--- src/rtl/display_mux_7seg.sv ---
// -----------------------------------------------------------------------------
// display_mux_7seg
//   Reads the four BCD digits of the counter, snapshots them once per frame and
//   time-multiplexes them onto a single 7-segment bus. Each digit slot starts
//   with a short dead-time with every anode off, which suppresses ghosting.
//   Leading-zero blanking is also applied.
//
// Ports
//   clk          system clock
//   rst          synchronous reset, active-high
//   Qdata3..0    BCD digits (3 = thousands, 0 = units)
//   dp_mask      decimal point enable per digit (bit i = digit i)
//   lz_en        leading-zero blanking enable, sampled at snapshot
//   an           anode enables, an[0] = units (rightmost)
//   seg          segments {g,f,e,d,c,b,a}
//   dp           decimal point
//   digit_idx    digit currently selected
//   frame_tick   1-cycle pulse marking the cycle after a snapshot
// -----------------------------------------------------------------------------
module display_mux_7seg #(
  parameter int SCAN_DIV     = 50000,
  parameter int BLANK_CYCLES = 16,
  parameter bit COMMON_ANODE = 1'b1
) (
  input  logic       clk,
  input  logic       rst,
  input  logic [3:0] Qdata3,
  input  logic [3:0] Qdata2,
  input  logic [3:0] Qdata1,
  input  logic [3:0] Qdata0,
  input  logic [3:0] dp_mask,
  input  logic       lz_en,
  output logic [3:0] an,
  output logic [6:0] seg,
  output logic       dp,
  output logic [1:0] digit_idx,
  output logic       frame_tick
);

  localparam int CNT_W = (SCAN_DIV > 2) ? $clog2(SCAN_DIV) : 1;
  localparam logic [CNT_W-1:0] CNT_MAX   = CNT_W'(SCAN_DIV - 1);
  localparam logic [CNT_W-1:0] BLANK_END = CNT_W'(BLANK_CYCLES);

  // Inactive pin levels depend on the board's display polarity.
  localparam logic [3:0] AN_OFF  = COMMON_ANODE ? 4'hF : 4'h0;
  localparam logic [6:0] SEG_OFF = COMMON_ANODE ? 7'h7F : 7'h00;
  localparam logic       DP_OFF  = COMMON_ANODE;

  typedef enum logic {SLOT_BLANK, SLOT_DRIVE} slot_state_t;

  function automatic logic [6:0] decode(input logic [3:0] v);
    logic [6:0] s;
    case (v)
      4'd0:    s = 7'h3F;
      4'd1:    s = 7'h06;
      4'd2:    s = 7'h5B;
      4'd3:    s = 7'h4F;
      4'd4:    s = 7'h66;
      4'd5:    s = 7'h6D;
      4'd6:    s = 7'h7D;
      4'd7:    s = 7'h07;
      4'd8:    s = 7'h7F;
      4'd9:    s = 7'h6F;
      default: s = 7'h40;  // non-BCD nibble shows '-'
    endcase
    return s;
  endfunction

  // Scan position
  logic [CNT_W-1:0] cnt_reg;
  logic [1:0]       scan_idx_reg;

  // Frame snapshot
  logic [3:0][3:0] shadow_reg;
  logic [3:0]      dp_shadow_reg;
  logic            lz_shadow_reg;

  // Registered pins
  logic [3:0] an_reg,   an_next;
  logic [6:0] seg_reg,  seg_next;
  logic       dp_reg,   dp_next;
  logic [1:0] digit_idx_reg;
  logic       frame_tick_reg;

  logic        snapshot;
  slot_state_t slot_state;

  assign snapshot = (cnt_reg == '0) && (scan_idx_reg == 2'd0);

  // Per-digit zero flags, leading-zero chain and active-high segment patterns.
  // lead_zero[i] means digits 3..i are all zero; any non-BCD nibble is non-zero
  // and therefore ends the blanking run.
  logic [3:0]      is_zero;
  logic [3:0]      lead_zero;
  logic [3:0][6:0] seg_pat;

  generate
    for (genvar gi = 0; gi < 4; gi++) begin : g_digit
      assign is_zero[gi] = (shadow_reg[gi] == 4'd0);
      if (gi == 3) begin : g_top
        assign lead_zero[gi] = is_zero[gi];
      end else begin : g_lower
        assign lead_zero[gi] = is_zero[gi] & lead_zero[gi+1];
      end
      // Units digit is never blanked.
      if (gi == 0) begin : g_units
        assign seg_pat[gi] = decode(shadow_reg[gi]);
      end else begin : g_upper
        assign seg_pat[gi] = (lz_shadow_reg && lead_zero[gi]) ? 7'h00
                                                              : decode(shadow_reg[gi]);
      end
    end
  endgenerate

  // Scan counter and snapshot registers
  always_ff @(posedge clk) begin
    if (rst) begin
      cnt_reg        <= '0;
      scan_idx_reg   <= 2'd0;
      shadow_reg     <= '0;
      dp_shadow_reg  <= 4'd0;
      lz_shadow_reg  <= 1'b0;
      frame_tick_reg <= 1'b0;
    end else begin
      if (cnt_reg == CNT_MAX) begin
        cnt_reg      <= '0;
        scan_idx_reg <= scan_idx_reg + 2'd1;
      end else begin
        cnt_reg <= cnt_reg + 1'b1;
      end
      if (snapshot) begin
        shadow_reg    <= {Qdata3, Qdata2, Qdata1, Qdata0};
        dp_shadow_reg <= dp_mask;
        lz_shadow_reg <= lz_en;
      end
      frame_tick_reg <= snapshot;
    end
  end

  // Pin values for the current scan position. The snapshot edge always falls
  // in a BLANK cycle, so the shadow registers are settled before any DRIVE.
  always_comb begin
    slot_state = (cnt_reg < BLANK_END) ? SLOT_BLANK : SLOT_DRIVE;
    an_next    = AN_OFF;
    seg_next   = SEG_OFF;
    dp_next    = DP_OFF;
    case (slot_state)
      SLOT_DRIVE: begin
        an_next  = AN_OFF ^ (4'b0001 << scan_idx_reg);
        seg_next = COMMON_ANODE ? ~seg_pat[scan_idx_reg] : seg_pat[scan_idx_reg];
        dp_next  = COMMON_ANODE ? ~dp_shadow_reg[scan_idx_reg]
                                : dp_shadow_reg[scan_idx_reg];
      end
      default: ;
    endcase
  end

  always_ff @(posedge clk) begin
    if (rst) begin
      an_reg        <= AN_OFF;
      seg_reg       <= SEG_OFF;
      dp_reg        <= DP_OFF;
      digit_idx_reg <= 2'd0;
    end else begin
      an_reg        <= an_next;
      seg_reg       <= seg_next;
      dp_reg        <= dp_next;
      digit_idx_reg <= scan_idx_reg;
    end
  end

  assign an         = an_reg;
  assign seg        = seg_reg;
  assign dp         = dp_reg;
  assign digit_idx  = digit_idx_reg;
  assign frame_tick = frame_tick_reg;

endmodule

--- config.mk ---
export PLATFORM = sky130hd
export DESIGN_NAME = display_mux_7seg
export DESIGN_NICKNAME = d
export VERILOG_FILES = /design/src/rtl/display_mux_7seg.sv
export SDC_FILE = /design/constraint.sdc
export NUM_CORES = 1
export LEC_CHECK = 0
export CAP_MARGIN = 20
export CORE_MARGIN = 2
export CORE_UTILIZATION = 45
export DETAILED_ROUTE_END_ITERATION = 16
export PLACE_DENSITY = 0.65
export SLEW_MARGIN = 10
export SYNTH_ARGS = -nofsm -noshare
export SYNTH_HDL_FRONTEND = slang
export SYNTH_SLANG_ARGS = --single-unit
--- constraint.sdc ---
create_clock -name clk -period 5.45 [get_ports clk]
set_clock_uncertainty 0.15 [all_clocks]
set_input_delay 1.09 -clock clk [delete_from_list [all_inputs] [get_ports clk]]
set_output_delay 1.09 -clock clk [all_outputs]
set_load 0.05 [all_outputs]
==> impl_metrics.csv <==
group,metric,value,unit
logic_synthesis,ys_seq_elements,82,
power_and_ir_drop,swShare,0.288,
setup_path,worstSetupPathType,"reg2reg",
logic_synthesis,synth_top_area_share,0.407,
timing,drv_slew,0,
timing,rsz0062_at_grt,"no",
power_and_ir_drop,power.switching,411,uW
timing,max_freq,257,MHz
logic_synthesis,ys_types,57,
detailed_routing,antenna_left,0,
global_routing,grt_first_pass_wirelength,14800,um
cells_and_area,fill_cells,804,
cells_and_area,drive_above_1_share,0.0575,
cells_and_area,nNetsFinal,552,
detailed_routing,dr.pass1.iters,4,
clock_network,cts-root-buf,"clkbuf_8",
clock_network,hold_buffers,0,
power_and_ir_drop,peakVddDrop,0.118,mV
logic_synthesis,ys_async_sr_fraction,0,
floorplan,die_h,98.7,um
clock_network,cts_buffers,9,
logic_synthesis,synth_ff_type,"dfxtp_1",
setup_path,critPathMaxFanout,42,
detailed_routing,drc,0,
setup_path,crit_path_start,"scan_idx_reg[0]",
clock_network,cts_tree,"yes",
detailed_routing,vias_per_cell,5.49,
timing,period_needed,3.88,ns
timing,setup_slack,1.57,ns
status,outcome,"finished, final reports clean",
cells_and_area,fin_cells,612,
detailed_routing,wl_per_cell,14.8,um
placement,place_area,0.00443,mm^2
timing,setup_violations,0,
placement,hpwl,6390,um
floorplan,ios,38,
logic_synthesis,synth.area.top_cells,"dfxtp_1 41%, ha_1 9.3%, nand2_1 6.0%, a21oi_1 5.0%, nor2_1 4.0%",
timing,hold_violations,0,
detailed_routing,first_iter_violations,221,
worst_hold_path,hp-start,"dp_shadow_reg[0]",
logic_synthesis,synth-edff-count,0,
cells_and_area,diodes,0,
logic_synthesis,synth_nets,525,
global_routing,antenna_found_initial,0,
global_routing,overflow,0,
cells_and_area,fin_area,0.00465,mm^2
clock_network,htreeDepth,3,
logic_synthesis,synthesis.area,0.00404,mm^2
floorplan,num_rows,34,
setup_path,endpoint_kind,"register",
logic_synthesis,yosysMostFrequentCell,"dfxtp_1",
setup_path,r2r-start,"scan_idx_reg[0]",
power_and_ir_drop,p_comb_frac,0.179,
timing,final.setup.tns,0,ns
timing,fin_crit_sh,0.713,
floorplan,core_area,0.00872,mm^2
placement,io_buffers,37,
run,maxCapViolCount,0,
clock_network,cts_resized,0,
logic_synthesis,yosys_warnings,0,
timing,worstMarginPinSlew,0.898,ns
floorplan,die-area,0.00974,mm^2
power_and_ir_drop,powerDensity,307,mW/mm^2
clock_network,clockBufferDepth,2,
logic_synthesis,yosysSeqAreaShare,0.407,
power_and_ir_drop,leakage,0.00183,uW
floorplan,initial_core_util,0.463,
power_and_ir_drop,pwr-share-clk,0.345,
logic_synthesis,postSynthCellCount,472,
clock_network,insertion_delay,0.36,ns
global_routing,first_global_vias,3013,
detailed_routing,routed_wl,9060,um
placement,dp_cells,596,
cells_and_area,area.growth.synth_to_final,15.3,%
floorplan,die_w,98.7,um
setup_path,worstPathArrival,3.99,ns
power_and_ir_drop,total_power,1430,uW
timing,relSlewSlack,0.399,
logic_synthesis,yosys.area.top_type,"dfxtp_1",
clock_network,clkSinkCount,82,
global_routing,grt_max_degree,43,
power_and_ir_drop,internal_power,1020,uW
setup_path,start_kind,"register",
clock_network,clk_pin_slew_worst_paths,0.09,ns
setup_path,worstPathRequired,5.56,ns
global_routing,track_usage,0.189,
clock_network,postCtsSetupBuffers,0,
placement,place.gp.congestion,0.861,
detailed_routing,vias,3361,
placement,post-place-ws,1.55,ns
logic_synthesis,syn_avg_cell_area,8.55,um^2
logic_synthesis,yosys-top-cells-count,"82 x dfxtp_1, 65 x nand2_1, 43 x nor2_1",
worst_hold_path,worst_hold_path_type,"reg2reg",
power_and_ir_drop,seqPwrFrac,0.477,
==> power by group through the flow <==
stage	combinational, uW	sequential, uW	clock, uW
after CTS	256	681	498
after global routing	286	686	523
final	255	681	493
after floorplan	191	683	0
after global placement	252	695	0
after detailed placement	254	695	0
==> logic make-up (layout without fill, tap and decap cells) <==
| kind of cell | after synthesis | in the layout | share of synthesized area |
|---|---|---|---|
| simple gates | 165 | 165 | 0.191 |
| compound gates | 124 | 124 | 0.196 |
| flops | 82 | 82 | 0.407 |
| buf+inv | 46 | 78 | 0.0512 |
| fa+ha+maj | 30 | 30 | 0.0930 |
| xor+xnor | 13 | 13 | 0.0282 |
| mux | 12 | 12 | 0.0335 |
==> final cells by class <==
class	count	area, um^2	area share
clock inverters	6	90.1	0.0194
inverters	22	82.6	0.0178
flip-flops and latches	82	1640	0.353
multi-input cells	344	2190	0.470
clock buffers	10	128	0.0274
repair buffers	40	388	0.0834
well taps	108	135	0.0290
==> stage by stage <==
stage,hold slack [ns],util
final,0.310,0.533
after CTS,0.311,0.533
after detailed placement,0.299,0.508
after floorplan,0.280,-
after global placement,0.298,0.508
after global routing,0.335,0.533
==> cell usage in the layout (no fill, tap or decap), types with 3 or more instances in the layout <==
cell	Yosys	final
inv_1	20	20
nand2b_1	3	3
clkdlybuf4s50_1	0	36
a21oi_1	40	40
ha_1	30	30
nand3_1	15	15
or3_1	4	4
and2_1	3	3
a2bb2oi_1	3	3
a221o_1	8	8
nand4_1	5	5
o21a_1	6	6
buf_4	3	3
xnor2_1	4	4
o211ai_1	4	4
nor3_1	10	10
o22ai_1	6	6
o21ai_0	22	22
dfxtp_1	82	82
xor2_1	9	9
nand2_1	65	65
a31oi_1	16	16
nor2_1	43	43
mux2i_1	9	9
a21o_1	3	3
clkbuf_8	0	9
and3_1	3	3
==> worst paths after layout <==
path	cells after the start	end	slack, ns
worst max register to register	13	register	1.57
worst max-delay path	13	register	1.57
worst min-delay path	2	dp_shadow_reg[0]	0.31
worst min register to register	2	dp_shadow_reg[0]	0.31
==> worst max-delay path: stages, from the launching register on <==
cell and delay [ns]:
dfxtp_1 0.72, inv_2 0.24, ha_1 0.27, nand2_1 0.06, nor3_1 0.05, buf_4 0.18, nand2_2 0.66, nand2_1 0.16
a21oi_1 0.30, inv_1 0.15, ha_1 0.25, a211oi_1 0.24, a21oi_1 0.06, a221o_1 0.29
==> per-layer routing <==
layer	vias to the layer above	part of all wire	GRT usage
met4	0	0.0094	0.0653
met2	86	0.46	0.300
met1	1550	0.48	0.263
met3	8	0.054	0.0284
met5	-	0	0
li1	1717	-	-
Note: power is estimated with default switching activity, not from simulation.
